`src/rtl/mult_booth_seq_pkg.sv`:
```
// rtl/mult_booth_seq_pkg.sv - shared widths and FSM encodings for the Booth multiplier
package mult_booth_seq_pkg;
  localparam int MULT_WIDTH = 32;
  localparam int MULT_ITERS = 32;

  typedef enum logic [1:0] {
    IDLE = 2'd0,
    RUN  = 2'd1,
    DONE = 2'd2
  } state_t;
endpackage

```
`src/rtl/mult_booth_seq_booth_step.sv`:
```
// rtl/mult_booth_seq_booth_step.sv - one radix-2 Booth iteration: add/sub select plus arithmetic shift
module booth_step
  import mult_booth_seq_pkg::*;
#(
  parameter int WIDTH = MULT_WIDTH
) (
  input  logic [2*WIDTH:0] product,
  input  logic [WIDTH-1:0] mcand,
  output logic [2*WIDTH:0] next_product
);

  logic [WIDTH:0] hi_ext;
  logic [WIDTH:0] mcand_ext;
  logic [WIDTH:0] sum;

  // 33-bit sum keeps the true sign even when mcand is the most negative value
  always_comb begin
    hi_ext    = {product[2*WIDTH], product[2*WIDTH:WIDTH+1]};
    mcand_ext = {mcand[WIDTH-1], mcand};
    case (product[1:0])
      2'b01:   sum = hi_ext + mcand_ext;
      2'b10:   sum = hi_ext - mcand_ext;
      default: sum = hi_ext;
    endcase
    next_product = {sum, product[WIDTH:1]};
  end

endmodule

```
`src/rtl/mult_booth_seq.sv`:
```
// rtl/mult_booth_seq.sv - sequential signed radix-2 Booth multiplier, one iteration per clock
module mult_booth_seq
  import mult_booth_seq_pkg::*;
#(
  parameter int WIDTH = MULT_WIDTH,
  parameter int CNT_W = 6
) (
  input  logic               clock,
  input  logic               reset,
  input  logic               ctrl_MULT,
  input  logic [WIDTH-1:0]   data_operandA,
  input  logic [WIDTH-1:0]   data_operandB,
  output logic [2*WIDTH:0]   product,
  output logic [WIDTH-1:0]   data_result,
  output logic               data_resultRDY,
  output logic               busy
);

  localparam logic [CNT_W-1:0] LAST_CNT = CNT_W'(WIDTH - 1);
  localparam logic [CNT_W-1:0] SAT_CNT  = CNT_W'(WIDTH);

  state_t             state_q;
  state_t             state_d;
  logic [CNT_W-1:0]   count;
  logic [WIDTH-1:0]   mcand;
  logic [2*WIDTH:0]   step_product;
  logic               last_iter;

  booth_step #(.WIDTH(WIDTH)) u_step (
    .product      (product),
    .mcand        (mcand),
    .next_product (step_product)
  );

  assign last_iter = (state_q == RUN) && (count == LAST_CNT);

  always_comb begin
    state_d = state_q;
    if (ctrl_MULT) begin
      state_d = RUN;
    end else begin
      case (state_q)
        RUN:     if (count == LAST_CNT) state_d = DONE;
        DONE:    state_d = IDLE;
        default: state_d = state_q;
      endcase
    end
  end

  // A start edge wins over everything, so a restart in RUN suppresses the old RDY
  always_ff @(posedge clock or posedge reset) begin
    if (reset) begin
      state_q        <= IDLE;
      count          <= '0;
      mcand          <= '0;
      product        <= '0;
      data_resultRDY <= 1'b0;
    end else begin
      state_q        <= state_d;
      data_resultRDY <= last_iter && !ctrl_MULT;
      if (ctrl_MULT) begin
        mcand   <= data_operandA;
        product <= {{WIDTH{1'b0}}, data_operandB, 1'b0};
        count   <= '0;
      end else if (state_q == RUN) begin
        product <= step_product;
        count   <= (count == SAT_CNT) ? count : count + 1'b1;
      end
    end
  end

  assign busy        = (state_q == RUN);
  assign data_result = product[WIDTH:1];

endmodule

```
`config.mk`:
```
export PLATFORM = sky130hd
export DESIGN_NAME = mult_booth_seq
export DESIGN_NICKNAME = d
export VERILOG_FILES = /design/src/rtl/mult_booth_seq_pkg.sv /design/src/rtl/mult_booth_seq_booth_step.sv /design/src/rtl/mult_booth_seq.sv
export SDC_FILE = /design/constraint.sdc
export NUM_CORES = 1
export LEC_CHECK = 0
export BUFFER_PORTS_ARGS = -buffer_cell sky130_fd_sc_hd__buf_2
export CORE_MARGIN = 10
export CORE_UTILIZATION = 55
export DETAILED_ROUTE_END_ITERATION = 6
export GPL_ROUTABILITY_DRIVEN = 0
export GPL_TIMING_DRIVEN = 0
export PLACE_DENSITY_LB_ADDON = 0.2
export SYNTH_ARGS = -nofsm -noshare
export SYNTH_HDL_FRONTEND = slang
export SYNTH_SLANG_ARGS = --single-unit
export TNS_END_PERCENT = 1
```
`constraint.sdc`:
```
create_clock -name clock -period 4.3 [get_ports clock]
set_clock_uncertainty 0.15 [all_clocks]
set_input_delay 0.215 -clock clock [delete_from_list [all_inputs] [get_ports clock]]
set_output_delay 0.215 -clock clock [all_outputs]
set_load 0.005 [all_outputs]
```
[Yosys cells after proc, flatten, opt, wreduce, memory -nomap -nowiden]
Cells that the tools add are included.
Storage, ports and cells
  output and inout port bits: 99
  logic and storage cells: 35
  flip-flop bits (word level): 106
  input bits: 67
Operators by class
  equal/unequal tests: 8
  add/subtract/negate cells: 3
  multiplexer cells: 9
  reductions and logical operators: 9
Operators by type and width (count)
  two-way mux 65 bit: 2
  one-hot mux 33 bit (2 select lines): 1
  adder 32 x 32 -> 33 bit: 1
  subtractor 32 x 32 -> 33 bit: 1
  two-way mux 6 bit: 3
  adder 6 x 1 -> 6 bit, second input constant: 1
  == test 6 x 5 -> 1 bit, second input constant: 1
  == test 6 bit, second input constant: 1
  AND reduction 2 bit: 3
  nonzero test 3 bit: 2
  == test 2 x 1 -> 1 bit, second input constant: 2
  == test 2 bit, second input constant: 2
  two-way mux 2 bit: 2
  one-hot mux 2 bit (2 select lines): 1
  != test 3 x 2 -> 1 bit, second input constant: 1
  logical AND 1 bit: 2
  != test 2 bit, second input constant: 1
  nonzero test 2 bit: 1
  zero test 1 bit: 1

[Depth between registers and ports, before layout]
Gate-level depths: netlist of run 1.
  word-level depth: 4
  mapped depth: 17
  depth with buffers taken out: 16

[By module]
From an unflattened synthesis of run 1, not the netlist that was laid out.
Second synthesis, totals
  cells, all modules: 810
  area, all modules: 7604.8 µm²
By module, submodules not included
  mult_booth_seq: area each 4565.6 µm², cells each 358, seq. area each 2652.5 µm², times used 1
  booth_step: area each 3039.2 µm², cells each 452, seq. area each 0.0 µm², times used 1

[Worst setup path after synthesis of run 1]
Ideal clock, no wire load.
  path type: register to register
  from: register mcand[6]
  to: register product[62]
  period minus slack after synthesis: 3.812 ns
  library setup time: 0.132 ns
  data arrival time: 3.530 ns
  path buffers: 1
  setup slack: 0.488 ns
  cell stages (with the launch flop): 16
  required time: 4.018 ns
  cell sequence: dfrtp_1 nor4_1 nand2_1 nor4_1 a31oi_1 xnor2_1 ha_1 clkbuf_1 a21oi_1 o21bai_1 a21o_1 a2111oi_0 nor2_1 a41oi_2 xor2_1 o21ai_1
Between the ends
  longest elaborated chain between the ends: 4
  elaborated cells between the ends (all ways): 5
  classes of those cells: add/sub: 2; mux: 3
RTL lines
  start, declared: RTL line mult_booth_seq.sv:25  | logic [WIDTH-1:0] mcand;
  start signal, assigned: RTL line mult_booth_seq.sv:62  | mcand <= data_operandA;
  subtractor 32 x 32 -> 33 bit / adder 32 x 32 -> 33 bit (equally long branches): RTL line mult_booth_seq_booth_step.sv:22, mult_booth_seq_booth_step.sv:21
  one-hot mux 33 bit (2 select lines) (*): RTL line mult_booth_seq_booth_step.sv:20  | case (product[1:0])
  two-way mux 65 bit (*): RTL line mult_booth_seq.sv:65  | end else if (state_q == RUN) begin
  two-way mux 65 bit (*): RTL line mult_booth_seq.sv:61  | if (ctrl_MULT) begin
  end signal, assigned: RTL line mult_booth_seq.sv:63  | product <= {{WIDTH{1'b0}}, data_operandB, 1'b0};
  end signal, assigned: RTL line mult_booth_seq.sv:66  | product <= step_product;
  end, declared: RTL line mult_booth_seq.sv:13  | output logic [2*WIDTH:0] product,
Every way passes the cells marked *; elsewhere a longest branch is shown, timed or not. The select of a mux whose other input is x is not followed.
A chain may end at the register's enable or synchronous reset.

[Final worst setup path of run 1]
  from: register product[1]
  to: register product[62]
Between the ends
  longest elaborated chain between the ends: 4
  elaborated cells between the ends (all ways): 5
  classes of those cells: eq/ne: 2; mux: 3
RTL lines (RTL line)
  == test 2 bit / == test 2 x 1 -> 1 bit (equally long branches): mult_booth_seq_booth_step.sv:20
  one-hot mux 33 bit (2 select lines) (*): mult_booth_seq_booth_step.sv:20
  two-way mux 65 bit (*): mult_booth_seq.sv:65
  two-way mux 65 bit (*): mult_booth_seq.sv:61
Marked as above.

==> results of run 1 <==
==> flip-flops by register name, indices dropped and copies added, names as in the netlist <==
| name | flops |
|---|---|
| mcand | 32 |
| state_q | 2 |
| data_resultRDY | 1 |
| product | 65 |
| count | 6 |
==> cell families (layout without fill, tap and decap cells) <==
group	count (synthesis)	in the layout
adders and majority gates	38	38
and+or+nand+nor	187	187
xor gates and xnor gates	66	66
other	0	3
AOI/OAI and AO/OA	221	221
DFF	106	106
muxes	58	58
buffers and inverters	89	337
==> area by class of cell <==
type | instances | area (sq um)
tap | 172 | 215.2
sequential | 106 | 2653
buffer | 66 | 389.1
clock buffer | 10 | 229.0
antenna | 3 | 7.507
timing repair buffer | 233 | 1519
clock inverter | 6 | 51.30
fill | 981 | 3428
inverter | 22 | 85.08
multi-input combinational | 570 | 3940
==> synthesized netlist by cell type, types with 2 or more instances <==
| cell | number |
|---|---|
| xor2_1 | 19 |
| clkbuf_1 | 26 |
| mux2_2 | 26 |
| a21oi_2 | 3 |
| nand2b_1 | 6 |
| o21ai_2 | 2 |
| nor2b_1 | 3 |
| nand3_1 | 6 |
| nand3b_1 | 3 |
| nor3b_1 | 3 |
| and2_1 | 2 |
| o21bai_1 | 2 |
| nor2_1 | 45 |
| buf_6 | 2 |
| buf_4 | 33 |
| o21a_1 | 3 |
| nand4_1 | 7 |
| nor3_1 | 16 |
| a211oi_1 | 2 |
| nand2_1 | 79 |
| inv_2 | 2 |
| inv_1 | 20 |
| a21oi_1 | 56 |
| o21ai_0 | 62 |
| a22oi_1 | 22 |
| o21ai_1 | 29 |
| a31oi_1 | 7 |
| dfrtp_1 | 106 |
| nor4_1 | 6 |
| mux2i_1 | 32 |
| a21o_1 | 10 |
| and3_1 | 4 |
| ha_1 | 37 |
| xnor2_1 | 47 |
| a22o_1 | 3 |
| o211ai_1 | 5 |
| buf_1 | 5 |
==> where the power goes <==
| group | leakage [nW] | switching (mW) | internal, mW |
|---|---|---|---|
| logic | 2.71 | 1.09 | 0.927 |
| registers | 1.33 | 0.226 | 1.17 |
| clock network | 0.133 | 0.402 | 0.402 |
| total | 4.17 | 1.72 | 2.49 |
==> worst max-delay path: cells and delay by family, from the launching register on <==
kind	cells	cell delay, ns
adders and majority gates	2	0.79
AOI/OAI and AO/OA	8	1.89
xor gates and xnor gates	1	0.18
DFF	1	0.45
muxes	1	0.18
buffers and inverters	1	0.31
==> metrics by stage <==
step | hold slack (ns) | power (mW)
after floorplan | 0.1818 | 2.771
after global placement | 0.2725 | 3.283
after detailed placement | 0.1389 | 3.319
after CTS | 0.1131 | 4.176
after global routing | 0.1585 | 4.519
final | 0.1299 | 4.210
==> layer usage <==
layer	GRT usage [%]	up-vias	routed length (microns)
met5	0	-	0
met4	9.230	0	645
met3	7.419	41	1615
met2	39.21	272	10250
met1	28.59	3120	8935
li1	-	3172	-
==> repair_timing <==
action / CTS / global route
setup endpoints to repair: 5 / 7
resized for setup: 2 / 11
hold endpoints to repair: 102 / 0
hold buffers: 65 / 0
setup buffers: 0 / 2
pin swaps: 0 / 1
==> how the worst max path moves through the flow <==
stage / start / slack (ns) / to / cells after the start
after floorplan: mcand[6] / 0.49 / product[62] / 15
after global placement: mcand[6] / -0.20 / product[62] / 15
after detailed placement: mcand[6] / -0.22 / product[62] / 15
after CTS: product[0] / 0.06 / product[62] / 15
after global routing: mcand[2] / 0.01 / product[62] / 16
final: product[1] / 0.23 / product[62] / 13
==> summary.md, run 1 <==
| Metric | Value |
|---|---|
| Hold WC Path Type | input port to register |
| Reg2reg setup slack | 0.23 ns |
| Antenna viol nets, final | 0 |
| Placement Setup Slack | -0.2207 ns |
| Required time of the critical path | 4.39 ns |
| Final core occ | 72.61% |
| CTS tree | built |
| Setup ws final | 0.2293 ns |
| Worst hold path cell count | 4 |
| Synth top area share | 37.90% |
| # clock sinks | 106 |
| Initial antenna violation count | 2 |
| Worst-margin pin slew | 0.9589 ns |
| XOR/XNOR share of the synthesized area | 8.259% |
| Yosys top cell by area | dfrtp_1 |
| Setup_tns | 0 ns |
| Max Cap Viol | 0 |
| DR vias | 6605 |
| Most common cell after layout, fill and taps aside | buf_2 |
| Synthesized area | 0.006999 sq mm |
| Die height | 132.8 microns |
| Slowest stage delay, CP | 0.46 ns |
| Register area share after synthesis | 37.90% |
| Worst rel slew slack | 35.84% |
| Port Buf Inserts | 165 |
| Die ar. | 0.01764 sq mm |
| Final hold violations | 0 |
| FFs w/ async S/R, synth | 100.0% |
| P_leak | 4.167 nW |
| R2R Path End | product[62] |
| Final period util | 94.67% |
| Num CTS Buffers | 9 |
| Synth Instances | 765 |
| Highest-delay cell along the critical path | fa_1 |
| Fin cells | 1188 |
| Row cnt | 41 |
| Clk buf depth | 2 |
| First drt pass iteration count | 6 |
| RSZ-0062 raised after global routing | false |
| Kind of critical path | register to register |
| Initial Util | 55.92% |
| Top cells by area, synth | dfrtp_1 38%, ha_1 6.6%, xnor2_1 5.9%, mux2i_1 4.6%, o21ai_0 4.4% |
| CP Max Fanout | 10 |
| Gr usage total | 23.89% |
| Mapped Nets | 870 |
| Avg WL per Cell | 18.05 microns |
| Final min period | 4.071 ns |
| Distinct cells, synth | 61 |
| Die Width | 132.8 microns |
| Global-route wire length before repair | 34.69 mm |
| Worst skew pair latency | 0.36 ns |
| Initial DRC count | 479 |
| Most frequent cells in the layout | 166 x buf_2, 106 x dfrtp_1, 79 x nand2_1 |
| Layout area overhead | 29.85% |
| EDFF count, synth | 0 |
| CP cell instances | ha_2, clkbuf_2, mux2i_1, fa_1, a21o_1, a311o_1, a221oi_4, o21bai_2, a21oi_2, o21ai_2, a41oi_2, xor2_1, o21ai_1 |
| CTS root buffer | clkbuf_16 |
| Status | finished, final reports clean |
| Post-synthesis mux area share | 8.759% |
| Startpoint Class | register |
| Worst-path clk slew | 0.08 ns |
| Pin count of the biggest net entering global routing | 69 |
| HP Start | ctrl_MULT |
| FF-to-FF Start | product[1] |
| PwrDens | 463.3 mW/mm^2 |
| Post-DP HPWL | 15.26 mm |
| Worst EP arrival | 4.16 ns |
| Top_reg_cell synth | dfrtp_1 |
| Post-DP Area | 0.008070 sq mm |
| CORE AREA | 0.01252 sq mm |
| End point of the worst hold path | count[0] |
| NumNets Final | 1113 |
| Layout cells sized above 1 | 26.36% |
| Setup-failing EPs final | 0 |
| Worst reg2reg path depth | 13 |
| Synth Area in Simple Gates | 12.23% |
| Vias in the first global route | 6832 |
| Largest family of logic cells by synthesized area | compound AO/OA/AOI/OAI gates |
| VDD IR max | 0.2550 mV |
| Drt drc | 0 |
| H-tree levels | 3 |
| Mean Syn Cell Area | 9.149 sq um |
| Fin area | 0.009089 sq mm |
| Inst Count DP | 1103 |
| CP Capture Type | register |
| YS warnings | 0 |
| Compound-Gate Fraction of Synth Area | 19.18% |
| Fmax | 0.2457 GHz |
| Congestion Overflow GR | 0 |
| Vias per cell | 5.560 |
| Io pins | 166 |
| Drt total wl | 21.45 mm |
| Synth Register Bits | 106 |
| Synth Area in Adders | 6.900% |
| Max-slew violations | 0 |
(Power assumes the default switching activity.)
==> inputs of run 2 (changes only) <==
==> constraint.sdc (replaced) <==
create_clock -name clock -period 4.3 [get_ports clock]
set_clock_uncertainty 0.15 [all_clocks]
set_input_delay 0.43 -clock clock [delete_from_list [all_inputs] [get_ports clock]]
set_output_delay 0.43 -clock clock [all_outputs]
set_load 0.005 [all_outputs]
==> summary.md, run 2 (synthesis results as in run 1) <==
| Metric | Value |
|---|---|
| Status | finished, final reports clean |
| Max-slew violations | 0 |
| Layout area overhead | 19.84% |
| H-tree levels | 3 |
| Worst EP arrival | 4.22 ns |
| Hold WC Path Type | input port to register |
| PwrDens | 491.1 mW/mm^2 |
| Worst-margin pin slew | 0.9444 ns |
| Drt total wl | 19.52 mm |
| Startpoint Class | register |
| Die ar. | 0.01764 sq mm |
| Global-route wire length before repair | 31.73 mm |
| CP cell instances | ha_1, clkbuf_2, mux2i_1, fa_1, a21o_1, a311o_1, a221oi_4, o21bai_2, a21oi_2, o21ai_2, a41oi_2, xor2_1, o21ai_1 |
| Drt drc | 0 |
| VDD IR max | 0.2603 mV |
| Share of total power in sequential cells | 33.6% |
| Top delay family on crit path | compound AO/OA/AOI/OAI gates |
| Setup ws final | 0.1592 ns |
| P_leak | 3.873 nW |
| Port Buf Inserts | 165 |
| Vias per cell | 5.560 |
| Clock group share of total power | 19.5% |
| Internal | 2.449 mW |
| Max reg flops | 65 |
| Clk buf depth | 2 |
| Fmax | 0.2415 GHz |
| NumNets Final | 1047 |
| Setup-failing EPs final | 0 |
| Required time of the critical path | 4.38 ns |
| Bufs and invs on worst path | 1 |
| Die Width | 132.8 microns |
| CTS root buffer | clkbuf_16 |
| Antenna viol nets, final | 0 |
| Fin area | 0.008388 sq mm |
| RSZ-0062 raised after global routing | true |
| Worst rel slew slack | 36.81% |
| Die height | 132.8 microns |
| Avg WL per Cell | 17.43 microns |
| Most frequent cells in the layout | 166 x buf_2, 106 x dfrtp_1, 79 x nand2_1 |
| Post-CTS Repair Setup Buffers | 0 |
| Congestion Overflow GR | 0 |
| Highest-delay cell along the critical path | fa_1 |
| Power share of the combinational group | 46.9% |
| Sw Share | 40.55% |
| Final period util | 96.30% |
| CTS tree | built |
| Placement Setup Slack | -0.2207 ns |
| Kind of critical path | register to register |
| Row cnt | 41 |
| Layout cells sized above 1 | 27.56% |
| CORE AREA | 0.01252 sq mm |
| Post-DP HPWL | 15.26 mm |
| Reg with most FFs | product |
| Net Sw Power | 1.671 mW |
| Initial antenna violation count | 3 |
| Max Cap Viol | 0 |
| Io pins | 166 |
| Final min period | 4.141 ns |
| Vias in the first global route | 6328 |
| Biggest regs | product (65), mcand (32), count (6) |
| Gr usage total | 21.86% |
| CP Capture Type | register |
| Final hold violations | 0 |
| Most common cell after layout, fill and taps aside | buf_2 |
| First drt pass iteration count | 5 |
| Num CTS Buffers | 9 |
| Post-DP Area | 0.008070 sq mm |
| CP Max Fanout | 10 |
| Initial Util | 55.92% |
| # clock sinks | 106 |
| Slowest stage delay, CP | 0.46 ns |
| Initial DRC count | 525 |
| DR vias | 6227 |
| Worst skew pair latency | 0.36 ns |
| Worst-path clk slew | 0.08 ns |
| Pin count of the biggest net entering global routing | 69 |
run 2: changes by cell type in the layout (fill, tap and decap cells not counted), sizes merged:
cell	before	now
buf	209	207
diode	3	1
dlygate4sd3	65	1
run 2: cell type report:
cell class / instances / area (sq um)
Antenna cell: 1 / 2.502
Buffer: 66 / 389.1
Clock buffer: 10 / 229.0
Clock inverter: 6 / 51.30
Fill cell: 1124 / 4129
Inverter: 22 / 85.08
Multi-Input combinational cell: 570 / 3900
Sequential cell: 106 / 2653
Tap cell: 172 / 215.2
Timing Repair Buffer: 167 / 863.3
run 2: final timing paths:
path | start | to | slack [ns] | depth (start not counted)
worst max register to register | product[1] | product[62] | 0.16 | 13
worst min register to register | count[5] | data_resultRDY | 0.35 | 1
min in group asynchronous | reset | product[11] | 0.51 | 3
worst min-delay path | data_operandB[10] | product[11] | 0.12 | 3
worst max-delay path | product[1] | product[62] | 0.16 | 13
max in group asynchronous | reset | product[39] | 2.78 | 4
run 2: routing by layer:
metal / share of wire (%) / track usage [%]
met5: 0.14 / 0
met4: 2.1 / 6.846
met3: 8.4 / 7.797
met2: 47 / 35.67
met1: 43 / 26.35
run 2: stage by stage:
step           setup TNS, ns  cells  power (mW)  hold WS (ns)  util (%)
2_1_floorplan              0    765       2.771        0.3112         -
4_1_cts                    0   1120       4.131        0.1156     66.85
5_1_grt              -0.1454   1120       4.440        0.1230     67.01
3_5_place_dp         -0.5524   1103       3.319        0.3475     64.47
6_report                   0   1120       4.120        0.1239     67.01
3_3_place_gp          -31.65   1102       3.283        0.3516     64.23
run 2: repair_timing:
action	in CTS	in global routing
pin swaps	0	0
hold buffers	1	0
hold endpoints to repair	38	0
gates resized for setup	2	3
endpoints found under the setup margin	5	7
run 2: worst register-to-register path, cell delays in order, from the launching register on:
cell and delay, ns:
dfrtp_1 0.44, ha_1 0.40, clkbuf_2 0.34, mux2i_1 0.18, fa_1 0.46, a21o_1 0.21, a311o_1 0.42, a221oi_4 0.42
o21bai_2 0.15, a21oi_2 0.24, o21ai_2 0.15, a41oi_2 0.21, xor2_1 0.18, o21ai_1 0.07
run 2: power groups by stage:
stage / clock, mW / combinational [mW] / sequential [mW]
2_1_floorplan: 0 / 1.41 / 1.36
3_3_place_gp: 0 / 1.89 / 1.40
3_5_place_dp: 0 / 1.92 / 1.40
4_1_cts: 0.817 / 1.93 / 1.38
5_1_grt: 0.857 / 2.17 / 1.41
6_report: 0.803 / 1.93 / 1.38
==> inputs of run 3 (changes only) <==
CORE_ASPECT_RATIO = 0.75   (was unset)
==> summary.md, run 3 (synthesis results as in run 1) <==
| Metric | Value |
|---|---|
| Required time of the critical path | 4.37 ns |
| PwrDens | 505.5 mW/mm^2 |
| First drt pass iteration count | 5 |
| Setup-failing EPs final | 0 |
| Global-route wire length before repair | 32.37 mm |
| Worst EP arrival | 4.20 ns |
| Multi-input logic area | 0.003918 sq mm |
| Startpoint Class | register |
| Initial antenna violation count | 0 |
| CTS root buffer | clkbuf_16 |
| # clock sinks | 106 |
| Kind of critical path | register to register |
| Final min period | 4.128 ns |
| Bufs and invs on worst path | 1 |
| Pin count of the biggest net entering global routing | 61 |
| Worst-path clk slew | 0.07 ns |
| Max-slew violations | 0 |
| Vias per cell | 5.729 |
| Layout area overhead | 20.75% |
| Top delay family on crit path | compound AO/OA/AOI/OAI gates |
| Die Width | 150.3 microns |
| Antenna viol nets, final | 0 |
| Initial DRC count | 628 |
| Biggest regs | product (65), mcand (32), count (6) |
| Fmax | 0.2422 GHz |
| Final period util | 96.01% |
| Gr usage total | 22.18% |
| DR vias | 6388 |
| NumNets Final | 1049 |
| Reg2reg setup slack | 0.17 ns |
| H-tree levels | 3 |
| CORE AREA | 0.01235 sq mm |
| Avg WL per Cell | 17.62 microns |
| Congestion Overflow GR | 0 |
| Io pins | 166 |
| Fin area | 0.008452 sq mm |
| Port Buf Inserts | 165 |
| Layout cells sized above 1 | 28.13% |
| Post-DP HPWL | 15.13 mm |
| Vias in the first global route | 6262 |
| RSZ-0062 raised after global routing | false |
| Max reg flops | 65 |
| Worst rel slew slack | 45.97% |
| CP Capture Type | register |
| Hold WC Path Type | input port to async pin |
| CTS tree | built |
| Drt total wl | 19.65 mm |
| P_leak | 3.912 nW |
| Reg with most FFs | product |
| Ant diodes | 0 |
| Worst-margin pin slew | 0.8075 ns |
| Drt drc | 0 |
| Most frequent cells in the layout | 166 x buf_2, 106 x dfrtp_1, 79 x nand2_1 |
| Final Power | 4.272 mW |
| Final hold violations | 0 |
| Hold_ws | 0.07120 ns |
| Max Cap Viol | 0 |
| Slowest stage delay, CP | 0.46 ns |
| CP Max Fanout | 10 |
| Num CTS Buffers | 9 |
| Storage cell area | 0.002653 sq mm |
| CP cell instances | ha_1, clkbuf_4, mux2i_1, fa_1, a21o_1, a311o_1, a221oi_4, o21bai_2, a21oi_2, o21ai_2, a41oi_2, xor2_1, o21ai_1 |
| Most common cell after layout, fill and taps aside | buf_2 |
| Worst skew pair latency | 0.35 ns |
| FILL cells | 1025 |
| Status | finished, final reports clean |
| Highest-delay cell along the critical path | fa_1 |
| Die height | 117.7 microns |
| Clk buf depth | 2 |
| Row cnt | 35 |
| Post-DP Area | 0.008063 sq mm |
| VDD IR max | 0.2447 mV |
| Hold Buf Count CTS | 0 |
| Initial Util | 56.68% |
| Die ar. | 0.01768 sq mm |
-- run 3: cell count changes in the layout (fill, tap and decap cells not counted), sizes merged --
cell         change
clkinv           -2
diode            -1
bufinv           +2
inv              -2
clkbuf           +2
dlygate4sd3      -1
buf              +3
-- run 3: worst register-to-register path, stage by stage, from the launching register on --
cell and delay, ns:
dfrtp_1 0.45, ha_1 0.36, clkbuf_4 0.31, mux2i_1 0.16
fa_1 0.46, a21o_1 0.21, a311o_1 0.41, a221oi_4 0.43
o21bai_2 0.17, a21oi_2 0.26, o21ai_2 0.15, a41oi_2 0.20
xor2_1 0.19, o21ai_1 0.09
-- run 3: final cells by class --
cell class | instances | share of cell area (%)
tap | 166 | 2.457
multi-input combinational | 570 | 46.35
clock inverter | 4 | 0.8882
buffer | 66 | 4.634
clock buffer | 12 | 2.916
timing repair buffer | 169 | 10.36
sequential | 106 | 31.38
inverter | 22 | 1.007
-- run 3: worst paths after layout --
| kind | endpoint | start | depth (start not counted) |
|---|---|---|---|
| max in group asynchronous | product[44] | reset | 3 |
| min | mcand[25] | reset | 2 |
| max | product[62] | product[1] | 13 |
| max reg2reg | product[62] | product[1] | 13 |
| min in group clock | product[28] | data_operandB[27] | 3 |
| min reg2reg | state_q[0] | state_q[0] | 2 |
-- run 3: where the power goes --
| group | total (mW) | internal (mW) | switching, mW | leakage (nW) |
|---|---|---|---|---|
| Clock | 0.899 | 0.527 | 0.372 | 0.149 |
| Sequential | 1.38 | 1.17 | 0.216 | 1.33 |
| Combinational | 1.99 | 0.885 | 1.10 | 2.44 |
-- run 3: layer usage --
metal  up-vias  track usage [%]  share of wire, %
li1       3044                -                 -
met1      3029            31.27                45
met2       293            33.29                45
met3        22            5.993               8.6
met4         0            4.182              0.89
met5         -                0                 0
-- run 3: what timing repair did --
item,CTS,global route
endpoints found under the setup margin,11,7
gates resized for setup,3,9
buffers inserted,0,3
pin swaps,0,1
cloned,0,0
-- run 3: stage by stage --
stage                     std cells  setup WS [ns]  util (%)  TNS (ns)
after floorplan                 765         0.4885         -         0
after global placement         1096        -0.4220     65.05    -35.10
after detailed placement       1097        -0.3605     65.29    -1.841
after CTS                      1113        0.04743     68.02         0
after global routing           1115        0.02136     68.44         0
final                          1115         0.1716     68.44         0
